<file path="src/rtl/pll_lock_supervisor.sv">
// PLL lock supervisor: qualifies raw PLL lock, sequences the downstream
// system reset, generates per-channel divided clock-enables and counts
// lock-loss events. Single clock domain (clock_in).
module pll_lock_supervisor #(
    parameter int unsigned LOCK_STABLE_CYCLES = 1024,
    parameter int unsigned NUM_CH             = 2,
    parameter int unsigned DIV_W              = 8,
    parameter int unsigned CNT_W              = 8
) (
    input  logic                      clock_in,
    input  logic                      resetb,
    input  logic                      locked_in,
    input  logic [NUM_CH*DIV_W-1:0]   div_ratio,
    input  logic                      clear_flags,
    output logic                      sys_reset_n,
    output logic                      ready,
    output logic [NUM_CH-1:0]         ce_out,
    output logic                      lock_lost,
    output logic [CNT_W-1:0]          loss_count
);

    localparam int unsigned STAB_W = (LOCK_STABLE_CYCLES > 1) ? $clog2(LOCK_STABLE_CYCLES) : 1;
    localparam logic [STAB_W-1:0] STAB_LAST = STAB_W'(LOCK_STABLE_CYCLES - 1);
    localparam logic [STAB_W-1:0] STAB_ONE  = STAB_W'(1);
    localparam logic [DIV_W-1:0]  DIV_ONE   = DIV_W'(1);
    localparam logic [CNT_W-1:0]  CNT_ONE   = CNT_W'(1);
    localparam logic [CNT_W-1:0]  CNT_MAX   = '1;

    typedef enum logic [1:0] {
        WAIT_LOCK = 2'd0,
        STABLE    = 2'd1,
        RUN       = 2'd2
    } state_e;

    state_e                         state_q, state_d;
    logic                           sync1_q, sync2_q;
    logic [STAB_W-1:0]              stab_q, stab_d;
    logic                           sys_reset_n_q, sys_reset_n_d;
    logic                           ready_q, ready_d;
    logic                           lost_q, lost_d;
    logic [CNT_W-1:0]               cnt_q, cnt_d;
    logic [NUM_CH-1:0][DIV_W-1:0]   div_cnt_q, div_cnt_d;
    logic [NUM_CH-1:0][DIV_W-1:0]   dlat_q, dlat_d;
    logic [NUM_CH-1:0][DIV_W-1:0]   deff;
    logic [NUM_CH-1:0]              ce_q, ce_d;
    logic                           locked_s;
    logic                           loss_event;
    logic                           enter_run;
    logic                           stay_run;

    assign locked_s = sync2_q;

    // Two-flop synchroniser for the asynchronous lock flag
    always_ff @(posedge clock_in or negedge resetb) begin
        if (!resetb) begin
            sync1_q <= 1'b0;
            sync2_q <= 1'b0;
        end else begin
            sync1_q <= locked_in;
            sync2_q <= sync1_q;
        end
    end

    // State and output registers
    always_ff @(posedge clock_in or negedge resetb) begin
        if (!resetb) begin
            state_q       <= WAIT_LOCK;
            stab_q        <= '0;
            sys_reset_n_q <= 1'b0;
            ready_q       <= 1'b0;
            lost_q        <= 1'b0;
            cnt_q         <= '0;
            div_cnt_q     <= '0;
            dlat_q        <= '0;
            ce_q          <= '0;
        end else begin
            state_q       <= state_d;
            stab_q        <= stab_d;
            sys_reset_n_q <= sys_reset_n_d;
            ready_q       <= ready_d;
            lost_q        <= lost_d;
            cnt_q         <= cnt_d;
            div_cnt_q     <= div_cnt_d;
            dlat_q        <= dlat_d;
            ce_q          <= ce_d;
        end
    end

    // Lock qualification FSM; reset/ready follow the next state so they switch with it
    always_comb begin
        state_d    = state_q;
        stab_d     = stab_q;
        loss_event = 1'b0;
        case (state_q)
            WAIT_LOCK: begin
                if (locked_s) begin
                    state_d = STABLE;
                    stab_d  = '0;
                end
            end
            STABLE: begin
                if (!locked_s) begin
                    state_d = WAIT_LOCK;
                end else if (stab_q == STAB_LAST) begin
                    state_d = RUN;
                end else begin
                    stab_d = stab_q + STAB_ONE;
                end
            end
            RUN: begin
                if (!locked_s) begin
                    state_d    = WAIT_LOCK;
                    loss_event = 1'b1;
                end
            end
            default: state_d = WAIT_LOCK;
        endcase
        sys_reset_n_d = (state_d == RUN);
        ready_d       = (state_d == RUN);
    end

    // Sticky loss flag and saturating loss counter; a loss beats a same-edge clear
    always_comb begin
        lost_d = lost_q;
        cnt_d  = cnt_q;
        if (loss_event) begin
            lost_d = 1'b1;
            if (clear_flags) begin
                cnt_d = CNT_ONE;
            end else if (cnt_q != CNT_MAX) begin
                cnt_d = cnt_q + CNT_ONE;
            end
        end else if (clear_flags) begin
            lost_d = 1'b0;
            cnt_d  = '0;
        end
    end

    // Per-channel dividers; divisor is latched at RUN entry and at each wrap only
    always_comb begin
        enter_run = (state_d == RUN) && (state_q != RUN);
        stay_run  = (state_d == RUN) && (state_q == RUN);
        deff      = '0;
        div_cnt_d = '0;
        dlat_d    = dlat_q;
        ce_d      = '0;
        for (int k = 0; k < int'(NUM_CH); k++) begin
            deff[k] = (div_ratio[k*DIV_W +: DIV_W] == '0) ? DIV_ONE : div_ratio[k*DIV_W +: DIV_W];
            if (enter_run || (stay_run && (div_cnt_q[k] == dlat_q[k] - DIV_ONE))) begin
                div_cnt_d[k] = '0;
                dlat_d[k]    = deff[k];
                ce_d[k]      = (deff[k] == DIV_ONE);
            end else if (stay_run) begin
                div_cnt_d[k] = div_cnt_q[k] + DIV_ONE;
                ce_d[k]      = ((div_cnt_q[k] + DIV_ONE) == (dlat_q[k] - DIV_ONE));
            end
        end
    end

    assign sys_reset_n = sys_reset_n_q;
    assign ready       = ready_q;
    assign ce_out      = ce_q;
    assign lock_lost   = lost_q;
    assign loss_count  = cnt_q;

endmodule

</file>
<file path="config.mk">
export PLATFORM = sky130hd
export DESIGN_NAME = pll_lock_supervisor
export DESIGN_NICKNAME = d
export VERILOG_FILES = /design/src/rtl/pll_lock_supervisor.sv
export SDC_FILE = /design/constraint.sdc
export NUM_CORES = 1
export LEC_CHECK = 0
export BUFFER_PORTS_ARGS = -buffer_cell sky130_fd_sc_hd__buf_4
export CAP_MARGIN = 20
export CORE_MARGIN = 2
export CORE_UTILIZATION = 47
export DETAILED_ROUTE_END_ITERATION = 16
export GPL_ROUTABILITY_DRIVEN = 0
export HOLD_SLACK_MARGIN = 0.03
export PLACE_DENSITY = 0.66
export SYNTH_ARGS = -nofsm -noshare
export SYNTH_HDL_FRONTEND = slang
export SYNTH_SLANG_ARGS = --single-unit
</file>
<file path="constraint.sdc">
create_clock -name clock_in -period 6.3 [get_ports clock_in]
set_input_delay 0 -clock clock_in [delete_from_list [all_inputs] [get_ports clock_in]]
set_output_delay 0 -clock clock_in [all_outputs]
set_load 0.005 [all_outputs]
</file>
==> impl_metrics.csv <==
group,metric,value,unit
grt,grt_max_degree,59,
detailed_routing,drt-pass1-iter-count,4,
detailed_routing,drtAntennaViolNets,0,
finish,diodes,0,
grt,grtUsageTotal,0.189,
timing,rsz0062_at_grt,"no",
timing,hold_viol_final,0,
timing,drv_slew,0,
finish,num-fill-cells,629,
logic_synthesis,netlist.area_leader.share,0.411,
logic_synthesis,synth_edf_count,0,
clock_network,clock_tree.buffer_depth,2,
detailed_routing,vias,2704,
clock_network,cts_tree,"done",
timing,period_share,0.433,
detailed_routing,drtIter0Drc,181,
logic_synthesis,avgSynthCellArea,9.97,um^2
logic_synthesis,yosys_warnings,0,
logic_synthesis,synth_flop_cell,"dfrtp_1",
power_and_ir_drop,vdd_drop_max,0.125,mV
detailed_routing,drc_errors,0,
setup_path,cp_slowest_cell,"a311oi_4",
grt,overflow,0,
setup_path,ff2ff_path_depth,8,
setup_path,cp_num_buf_inv,1,
grt,grt_pass1_wl,12400,um
setup_path,slowest_delay,0.55,ns
logic_synthesis,yosys.cell_count.top_type,"dfrtp_1",
timing,relSlewSlack,0.523,
logic_synthesis,yosys-top-cells-count,"58 x dfrtp_1, 40 x nor2_1, 37 x xnor2_1",
setup_path,cpLargestDelayFamily,"compound AO/OA/AOI/OAI gates",
setup_path,path_cells,"inv_1 > ha_1 > or3b_1 > nor3_2 > xnor3_1 > a21boi_2 > a311oi_4 > mux2_4",
clock_network,postCtsSetupRepairBufs,0,
timing,fin_skew,0.0111,ns
setup_path,crit_path_start_kind,"flip-flop",
run_status,status,"finished clean",
floorplan,die_h,90.7,um
clock_network,cts.sinks,58,
detailed_routing,viasPerCell,5.34,
job,maxCapViolCount,0,
setup_path,worstPathMaxFanout,10,
timing,worst_pin_slew,0.715,ns
setup_path,crit_type,"flip-flop to flip-flop",
setup_path,required,6.54,ns
timing,tns,0,ns
setup_path,cp.depth,8,
floorplan,rows,31,
setup_path,cp-end-kind,"flip-flop",
finish,drive_gt1_frac,0.187,
floorplan,die_w,90.7,um
place,hpwl,4950,um
clock_network,cts_max_level,3,
detailed_routing,routedWlPerCell,14.2,um
min_path,min_path_type,"primary input to async pin",
finish,fin_nets,428,
logic_synthesis,async_reset_ff_frac,1.00,
floorplan,top_level_ports,33,
logic_synthesis,synth-seq-cells,58,
logic_synthesis,synthTopCellsByArea,"dfrtp_1 41%, xnor2_1 9.2%, xor2_1 5.7%",
finish,final_util,0.583,
setup_path,worstPathArrival,2.96,ns
logic_synthesis,yosys.area.top_type,"dfrtp_1",
timing,layout_min_cycle_time,2.73,ns
clock_network,cts_buffers,9,
finish,areaGrowthSynthToFinish,19.7,%
power_and_ir_drop,p_per_area,205,nW/um^2
grt,antenna_found_initial,0,
logic_synthesis,yosysSeqAreaShare,0.411,
logic_synthesis,ys_types,61,
floorplan,start_util,0.487,
logic_synthesis,syn_nets,380,
detailed_routing,wl,7190,um
floorplan,dieArea,8220,um^2
timing,setup-violations-final,0,
timing,maxClockFrequency,0.367,GHz
place,port_buffers,32,
clock_network,path_clk_slew,0.07,ns
clock_network,cts_root_buf,"clkbuf_8",
logic_synthesis,syn_area,3530,um^2
floorplan,coreArea,7250,um^2
power_and_ir_drop,p_leak,1.83,nW
logic_synthesis,synthCells,354,
clock_network,clkLatencyLatePin,0.35,ns
grt,grt_pass1_vias,2615,
-- path summary, 6_finish.rpt --
| kind | slack [ns] | to | start |
|---|---|---|---|
| worst min-delay path | 0.25 | loss_count[5]$_DFFE_PN0P_ | resetb |
| min in group clock_in | 0.32 | sync1_q$_DFF_PN0_ | locked_in |
| worst max register to register | 3.57 | dlat_q[15]$_DFFE_PN0P_ | dlat_q[8]$_DFFE_PN0P_ |
| max in group asynchronous | 5.57 | stab_q[7]$_DFFE_PN0P_ | resetb |
| worst min register to register | 0.35 | locked_s$_DFF_PN0_ | sync1_q$_DFF_PN0_ |
| worst max-delay path | 3.57 | dlat_q[15]$_DFFE_PN0P_ | dlat_q[8]$_DFFE_PN0P_ |
-- cell type report --
cell class	count	area, um^2	area share
Clock buffer	12	155	0.0367
Clock inverter	4	73.8	0.0175
Inverter	11	41.3	0.00977
Multi-Input combinational cell	271	1950	0.462
Sequential cell	58	1450	0.343
Tap cell	99	124	0.0293
Timing Repair Buffer	51	430	0.102
-- timing repair --
item / 4_1_cts / 5_1_grt
resized for setup: 0 / 0
hold endpoints to repair: 86 / 0
hold buffers: 19 / 0
-- layout by cell type, fill, tap and decap left out, types with 5 or more instances in the layout --
cell type,instances
nand2_1,22
mux2_2,14
nor3_1,16
xor2_1,23
nor4_1,5
and3_1,9
a21oi_1,5
dfrtp_1,58
buf_4,32
ha_1,6
nor2_1,40
inv_1,11
clkbuf_8,11
xnor2_1,37
nand3_1,16
o21ai_0,6
dlygate4sd3_1,19
-- per-layer routing --
| layer | vias to the layer above | global-route usage | wire length (um) |
|---|---|---|---|
| met5 | - | 0 | 0 |
| met4 | 0 | 0.0910 | 156 |
| met3 | 14 | 0.0351 | 171 |
| met2 | 44 | 0.299 | 3410 |
| met1 | 1295 | 0.249 | 3450 |
| li1 | 1351 | - | - |
-- flip-flops by register name, summed over array words and instances, names as in the netlist --
register	count
stab_q	10
div_cnt_q	16
sync1_q	1
locked_s	1
lock_lost	1
loss_count	8
dlat_q	16
ready	1
ce_out	2
state_q	2
-- power by group --
group          total [W]  switching [W]  internal, W
logic          0.0000693      0.0000322    0.0000371
clock network   0.000402       0.000157     0.000245
registers       0.000394      0.0000134     0.000380
total           0.000865       0.000203     0.000662
-- per-stage QoR --
step | setup WS [ns] | power, W | std cells | area [um^2] | hold slack [ns]
after floorplan | 3.82 | 0.000436 | 354 | 3530 | -0.296
after global placement | 3.64 | 0.000460 | 471 | 3810 | 0.109
after detailed placement | 3.59 | 0.000461 | 471 | 3810 | 0.109
after CTS | 3.58 | 0.000873 | 506 | 4230 | 0.273
after global routing | 3.34 | 0.000901 | 506 | 4230 | 0.329
final | 3.57 | 0.000865 | 506 | 4230 | 0.253
-- kinds of logic after synthesis --
kind of cell | after synthesis | share of synthesized area
multiplexers | 18 | 0.0574
AO/OA/AOI/OAI | 44 | 0.102
XOR/XNOR | 62 | 0.162
buffers and inverters | 25 | 0.0361
AND/OR/NAND/NOR | 141 | 0.210
adder cells (fa/ha/maj) | 6 | 0.0213
flip-flops | 58 | 0.411
Note: power is estimated with default switching activity, not from simulation.
